`config.mk`:
```
export PLATFORM = sky130hd
export DESIGN_NAME = mem_responder_flat
export DESIGN_NICKNAME = d
export VERILOG_FILES = /design/src/rtl/mem_map_pkg.sv /design/src/rtl/mem_responder_if.sv /design/src/rtl/tx_fifo.sv /design/src/rtl/mem_responder.sv /design/src/flat_wrapper.sv
export SDC_FILE = /design/constraint.sdc
export NUM_CORES = 2
export LEC_CHECK = 0
export BUFFER_PORTS_ARGS = -buffer_cell sky130_fd_sc_hd__buf_2
export CORE_MARGIN = 3
export CORE_UTILIZATION = 24
export CTS_CLUSTER_DIAMETER = 30
export DETAILED_ROUTE_END_ITERATION = 10
export PLACE_DENSITY = 0.49
export SLEW_MARGIN = 0
export SYNTH_ARGS = -nofsm -noshare
export SYNTH_HDL_FRONTEND = slang
export SYNTH_SLANG_ARGS = --single-unit
export TNS_END_PERCENT = 100
```
`constraint.sdc`:
```
create_clock -name clk_i -period 7.5 [get_ports clk_i]
set_clock_uncertainty 0.05 [all_clocks]
set_input_delay 1.875 -clock clk_i [delete_from_list [all_inputs] [get_ports clk_i]]
set_output_delay 1.875 -clock clk_i [all_outputs]
set_load 0.01 [all_outputs]
```
`src/rtl/mem_map_pkg.sv`:
```
// Memory-map constants shared by the data-side responder and anything that
// needs to know where the I/O page lives (core test programs, the bench).
package mem_map_pkg;

  // Data RAM starts at byte address 0; its size is set by the RAM_WORDS
  // parameter of the responder.
  localparam logic [31:0] RAM_BASE    = 32'h0000_0000;

  // I/O page, word-aligned registers.
  localparam logic [31:0] TXDATA_ADDR = 32'hFFFF_FF00;
  localparam logic [31:0] STATUS_ADDR = 32'hFFFF_FF04;
  localparam logic [31:0] CYCLES_ADDR = 32'hFFFF_FF08;
  localparam logic [31:0] LED_ADDR    = 32'hFFFF_FF0C;

  // STATUS register layout.
  localparam int STAT_EMPTY_BIT = 0;
  localparam int STAT_FULL_BIT  = 1;
  localparam int STAT_OVF_BIT   = 2;
  localparam int STAT_COUNT_LSB = 8;   // count occupies [15:8]

  // Word-granular address compare: the byte offset bits are don't-care.
  function automatic logic word_match(input logic [31:0] a, input logic [31:0] b);
    return ((a ^ b) & 32'hFFFF_FFFC) == 32'h0;
  endfunction

endpackage

```
`src/rtl/mem_responder_if.sv`:
```
// Data-port bus between the core memory stage and the responder, plus the
// TX byte stream towards the external sink.
//   master : core/sink side  (drives mem_write, addr, write_data, tx_ready)
//   slave  : responder side  (drives read_data, tx_valid, tx_data)
interface mem_responder_if;
  logic        mem_write;
  logic [31:0] addr;
  logic [31:0] write_data;
  logic [31:0] read_data;
  logic        tx_valid;
  logic [7:0]  tx_data;
  logic        tx_ready;

  modport master (
    output mem_write, addr, write_data, tx_ready,
    input  read_data, tx_valid, tx_data
  );

  modport slave (
    input  mem_write, addr, write_data, tx_ready,
    output read_data, tx_valid, tx_data
  );
endinterface

```
`src/rtl/tx_fifo.sv`:
```
// Show-ahead byte FIFO for the TX path.
//   push/push_data : enqueue request (accepted when not full, or full with a
//                    concurrent pop)
//   pop            : dequeue the head (ignored when empty)
//   empty/full/count, head (0 when empty)
//   overflow_set   : pulse when a push is dropped because the FIFO is full
// Synchronous active-high reset empties the FIFO; storage is not cleared.
module tx_fifo #(
  parameter int DEPTH = 8
) (
  input  logic                     clk,
  input  logic                     rst,
  input  logic                     push,
  input  logic [7:0]               push_data,
  input  logic                     pop,
  output logic                     empty,
  output logic                     full,
  output logic [$clog2(DEPTH):0]   count,
  output logic [7:0]               head,
  output logic                     overflow_set
);
  localparam int AW = $clog2(DEPTH);
  localparam logic [AW-1:0] PTR_ONE  = 1;
  localparam logic [AW:0]   CNT_ONE  = 1;
  localparam logic [AW:0]   CNT_FULL = DEPTH[AW:0];

  logic [7:0]    mem [DEPTH];
  logic [AW-1:0] wptr, rptr;
  logic          do_push, do_pop;

  assign empty = (count == '0);
  assign full  = (count == CNT_FULL);

  // When full, a concurrent pop frees the slot wptr points at, so the
  // push can land there in the same edge.
  assign do_pop       = pop && !empty;
  assign do_push      = push && (!full || do_pop);
  assign overflow_set = push && full && !do_pop;

  assign head = empty ? 8'h00 : mem[rptr];

  always_ff @(posedge clk) begin
    if (rst) begin
      wptr  <= '0;
      rptr  <= '0;
      count <= '0;
    end else begin
      if (do_push) wptr <= wptr + PTR_ONE;
      if (do_pop)  rptr <= rptr + PTR_ONE;
      if (do_push && !do_pop)      count <= count + CNT_ONE;
      else if (!do_push && do_pop) count <= count - CNT_ONE;
    end
  end

  always_ff @(posedge clk) begin
    if (!rst && do_push) mem[wptr] <= push_data;
  end

endmodule

```
`src/rtl/mem_responder.sv`:
```
// Data-side memory responder for the pipelined MIPS core: word RAM plus an
// I/O page (TX FIFO, free-running cycle counter, LED register).
//   clk_i, rst_i : clock, synchronous active-high reset
//   bus          : core data port (mem_write/addr/write_data -> read_data,
//                  combinational) and TX stream (tx_valid/tx_data/tx_ready)
//   led_o        : LED register
module mem_responder
  import mem_map_pkg::*;
#(
  parameter int RAM_WORDS  = 64,
  parameter int FIFO_DEPTH = 8
) (
  input  logic              clk_i,
  input  logic              rst_i,
  mem_responder_if.slave    bus,
  output logic [15:0]       led_o
);
  localparam int RAM_AW = $clog2(RAM_WORDS);
  localparam int CNT_W  = $clog2(FIFO_DEPTH) + 1;

  // ---------------- decode ----------------
  logic [29:0]       word_off;
  logic              hit_ram, hit_tx, hit_status, hit_cycles, hit_led;
  logic [RAM_AW-1:0] ram_idx;

  assign word_off   = bus.addr[31:2] - RAM_BASE[31:2];
  assign hit_ram    = (word_off[29:RAM_AW] == '0);
  assign ram_idx    = word_off[RAM_AW-1:0];
  assign hit_tx     = word_match(bus.addr, TXDATA_ADDR);
  assign hit_status = word_match(bus.addr, STATUS_ADDR);
  assign hit_cycles = word_match(bus.addr, CYCLES_ADDR);
  assign hit_led    = word_match(bus.addr, LED_ADDR);

  // ---------------- RAM ----------------
  // Not reset; async read returns pre-edge contents during a write.
  logic [31:0] ram [RAM_WORDS];

  always_ff @(posedge clk_i) begin
    if (bus.mem_write && hit_ram) ram[ram_idx] <= bus.write_data;
  end

  // ---------------- cycle counter ----------------
  logic [31:0] cycles;

  always_ff @(posedge clk_i) begin
    if (rst_i)                           cycles <= '0;
    else if (bus.mem_write && hit_cycles) cycles <= bus.write_data;
    else                                 cycles <= cycles + 32'd1;
  end

  // ---------------- LED ----------------
  logic [15:0] led_q;

  always_ff @(posedge clk_i) begin
    if (rst_i)                         led_q <= '0;
    else if (bus.mem_write && hit_led) led_q <= bus.write_data[15:0];
  end

  assign led_o = led_q;

  // ---------------- TX FIFO ----------------
  logic             f_empty, f_full, f_ovf_set;
  logic [CNT_W-1:0] f_count;
  logic [7:0]       f_head;

  tx_fifo #(.DEPTH(FIFO_DEPTH)) u_tx_fifo (
    .clk          (clk_i),
    .rst          (rst_i),
    .push         (bus.mem_write && hit_tx),
    .push_data    (bus.write_data[7:0]),
    .pop          (bus.tx_valid && bus.tx_ready),
    .empty        (f_empty),
    .full         (f_full),
    .count        (f_count),
    .head         (f_head),
    .overflow_set (f_ovf_set)
  );

  assign bus.tx_valid = !f_empty;
  assign bus.tx_data  = f_head;

  // Sticky overflow; a drop in the same cycle as a clear wins.
  logic overflow;

  always_ff @(posedge clk_i) begin
    if (rst_i)                                                overflow <= 1'b0;
    else if (f_ovf_set)                                       overflow <= 1'b1;
    else if (bus.mem_write && hit_status && bus.write_data[2]) overflow <= 1'b0;
  end

  // ---------------- read mux ----------------
  logic [31:0] status_word;

  always_comb begin
    status_word                        = '0;
    status_word[STAT_EMPTY_BIT]        = f_empty;
    status_word[STAT_FULL_BIT]         = f_full;
    status_word[STAT_OVF_BIT]          = overflow;
    status_word[STAT_COUNT_LSB +: 8]   = 8'(f_count);
  end

  // TXDATA and unmapped addresses fall through to 0.
  always_comb begin
    bus.read_data = '0;
    if (hit_ram)         bus.read_data = ram[ram_idx];
    else if (hit_status) bus.read_data = status_word;
    else if (hit_cycles) bus.read_data = cycles;
    else if (hit_led)    bus.read_data = {16'h0, led_q};
  end

endmodule
```
`src/flat_wrapper.sv`:
```
// flat-port wrapper written by rule: the top's interface ports become plain ports
module mem_responder_flat import mem_map_pkg::*;
#(
  parameter int RAM_WORDS  = 64,
  parameter int FIFO_DEPTH = 8
)
  (clk_i, rst_i, led_o, bus_mem_write, bus_addr, bus_write_data, bus_tx_ready, bus_read_data, bus_tx_valid, bus_tx_data);
  mem_responder_if bus_i ();
  input  logic clk_i;
  input  logic rst_i;
  output logic [15:0] led_o;
  input wire logic [$bits(bus_i.mem_write)-1:0] bus_mem_write;
  input wire logic [$bits(bus_i.addr)-1:0] bus_addr;
  input wire logic [$bits(bus_i.write_data)-1:0] bus_write_data;
  input wire logic [$bits(bus_i.tx_ready)-1:0] bus_tx_ready;
  output wire logic [$bits(bus_i.read_data)-1:0] bus_read_data;
  output wire logic [$bits(bus_i.tx_valid)-1:0] bus_tx_valid;
  output wire logic [$bits(bus_i.tx_data)-1:0] bus_tx_data;
  assign bus_i.mem_write = bus_mem_write;
  assign bus_i.addr = bus_addr;
  assign bus_i.write_data = bus_write_data;
  assign bus_i.tx_ready = bus_tx_ready;
  assign bus_read_data = bus_i.read_data;
  assign bus_tx_valid = bus_i.tx_valid;
  assign bus_tx_data = bus_i.tx_data;
  mem_responder #(.RAM_WORDS(RAM_WORDS), .FIFO_DEPTH(FIFO_DEPTH)) u_core (.clk_i(clk_i), .rst_i(rst_i), .bus(bus_i), .led_o(led_o));
endmodule
```
==> flow_summary.yaml <==
setup_path:
  slowest_delay_ns: 0.76
  cp-start-kind: "input pin"
  r2r-start: "u_core.u_tx_fifo.count[0]"
  crit_chain: "buf_8 -> buf_4 -> buf_12 -> nand2_2 -> buf_12 -> buf_4 -> nor2_1 -> a221o_1 -> o21ai_0 -> buf_4 -> o2111ai_1 -> a2111oi_1 -> buf_4 -> o22ai_1 -> buf_2"
  crit_type: "input pin to output pin"
  crit_slowest_cell: "a2111oi_1"
  worstPathMaxFanout: 50
  r2r_end: "u_core.u_tx_fifo.count[3]"
  path_common_cell: "buf_4"
  rrSetupSlack_ns: 4.27
  critPathCaptureType: "output pin"
  ff2ff_path_depth: 12
  worstPathArrival_ns: 5.58
  critPathRequiredTime_ns: 5.58
hold_path:
  min_from: "u_core.led_o[0]"
  holdPathStages: 2
  min_to: "u_core.led_o[0]"
  hold_class: "flip-flop to flip-flop"
route:
  dr.pass1.iters: 6
  vias: 52724
  first_iter_violations: 7166
  drc: 0
  via_per_inst: 4.964
  antenna_left: 0
  wl_per_cell_um: 30.19
  wirelength_um: 320700
logic_synthesis:
  yosysTopAreaCell: "edfxtp_1"
  synth.most_common_cell: "edfxtp_1"
  synth_seq_cells: 2174
  synth_top_area_frac: 0.7467
  syn_nets: 4867
  synth_warnings: 0
  synthArstFlopShare: 0
  ys_seq_area_frac: 0.7613
  synth-edff-count: 2112
  synth_ff_type: "edfxtp_1"
  syn_inst: 4792
  yosys-top-cells-area: "edfxtp_1 75%, mux2i_1 4.9%, mux4_2 3.4%"
  syn-mean-instance-area_um2: 17.72
  synthDistinctLibCells: 74
  synth_area_um2: 84940
  synth_common_cells: "2,112 x edfxtp_1, 413 x mux2i_1, 239 x nor2_1"
timing:
  maxSlewViolCount: 0
  fin_setup_tns_ns: -0.00002709
  finalSetupViolCount: 1
  finalCriticalPeriod_ns: 7.500
  layout_setup_ws_ns: -0.00002709
  clock.fmax_ghz: 0.1333
  rsz0062_at_grt: "no"
  hold_viol_final: 0
  post-route-period-util: 1.000
  worstMarginPinSlew_ns: 1.371
  slew-limit-headroom: 0.08437
floorplan:
  ioPinCount: 125
  start_util: 0.2421
  rows: 217
  die_width_um: 600.9
  dieArea_um2: 361100
  die-height_um: 600.9
  core_area_um2: 350800
clock_tree:
  cts_tree: "built"
  cts_setup_buffers: 0
  worstSkewPairLatency_ns: 1.00
  clkTransAtPathRegs_ns: 0.04
  htreeDepth: 5
  clk_path_buf_depth: 4
  cts_hold_buf: 0
  numCtsBuffers: 471
  clock-root-buffer: "clkbuf_16"
  cts.sinks: 2174
finish:
  regArea_um2: 64660
  syn_to_final_growth_pct: 29.81
  layout-drive-gt1-share: 0.2826
  multiInputGateArea_um2: 19040
  final_nets: 5601
  fillers: 34204
placed_design:
  hpwlAfterDp_um: 190100
  io_buffers: 122
  gp_congestion: 0.8908
  pre_cts_slack_ns: 0.004210
outcome:
  status: "finished with violations"
  violations: "setup timing"
pwr:
  ir_drop_v: 0.0002859
  powerDensity_nw_per_um2: 321.9
  leakage_uw: 0.03669
global_route:
  antenna_found_initial: 33
  gr-total-overflow: 0
  grt_pass1_wl_um: 435500
  grt_pass1_vias: 51356
  grt_start_max_net_pins: 98
  grt_use_total: 0.1719
flow_run:
  cap_violations: 0
## flip-flops by register name, summed over array words and instances, names as in the netlist, named ones only
register,count
u_core.ram,2048
u_core.u_tx_fifo.mem,64
u_core.cycles,32
u_core.led_o,16
u_core.u_tx_fifo.count,4
u_core.u_tx_fifo.rptr,3
u_core.u_tx_fifo.wptr,3
u_core.overflow,1
## layout by cell type, fill, tap and decap left out, drive strengths merged, types with 130 or more instances in the layout
cell / count
buf: 575
a21oi: 154
nor2: 241
clkinv: 182
mux4: 130
a22oi: 130
a221oi: 182
o21ai: 178
nand2: 178
clkbuf: 528
o22ai: 139
edfxtp: 2112
mux2i: 413
## report_power, final
group          internal (µW)  switching (µW)
sequential             13400            2.08
clock                  14000            6500
combinational            475            1140
## per-layer routing
metal / wire length, µm / track usage / vias up
met5: 67 / 0 / -
met4: 13750 / 0.07314 / 10
met3: 28440 / 0.03657 / 592
met2: 148500 / 0.2716 / 2907
met1: 129900 / 0.2278 / 27921
li1: - / - / 21294
## critical path: cells and delay by family
| family | cells | cell delay (ns) |
|---|---|---|
| buffers and inverters | 8 | 1.84 |
| AND/OR/NAND/NOR | 2 | 0.24 |
| AO/OA/AOI/OAI | 5 | 1.42 |
## final cells by class
class / count / area share
diodes: 12 / 0.0002724
flip-flops and latches: 2174 / 0.5865
inverters: 6 / 0.0002951
clock inverters: 321 / 0.03374
multi-input cells: 2298 / 0.1727
repair buffers: 575 / 0.04340
well taps: 4708 / 0.05343
clock buffers: 528 / 0.1097
## stage by stage
stage / util / instances / hold slack (ns) / area (µm²) / power, µW
floorplan: - / 4792 / 0.3989 / 84940 / 14210
detailed placement: 0.2691 / 9761 / 0.4168 / 94400 / 15170
global placement: 0.2691 / 9761 / 0.4151 / 94400 / 15160
finish: 0.3143 / 10622 / 0.4239 / 110300 / 35490
global route: 0.3142 / 10611 / 0.4421 / 110200 / 36380
CTS: 0.3142 / 10610 / 0.4241 / 110200 / 35650
## timing repair
item,CTS,global route
cloned,0,0
gates resized for setup,1,2
endpoints found under the setup margin,1,2
## worst max-delay path by stage
stage / startpoint / end / slack (ns)
after global routing: bus_addr[4] / bus_read_data[6] / 0.004
final: bus_addr[2] / bus_read_data[4] / -0.00003
after CTS: bus_addr[4] / bus_read_data[29] / 0.07
after global placement: bus_addr[4] / bus_read_data[28] / -0.04
after floorplan: bus_addr[4] / u_core.ram[4][0] / 1.64
after detailed placement: bus_addr[4] / bus_read_data[28] / 0.004
## cells by family (layout without fill, tap and decap cells)
family / count (synthesis) / in the layout / synth area share
compound gates: 992 / 992 / 0.08129
xor+xnor: 35 / 35 / 0.003609
fa+ha+maj: 7 / 7 / 0.001120
buf+inv: 320 / 1430 / 0.02105
flops: 2174 / 2174 / 0.7613
mux: 668 / 668 / 0.09985
other cells: 0 / 12 / 0
simple gates: 596 / 596 / 0.03178
Power figures use the tool's default switching activity.
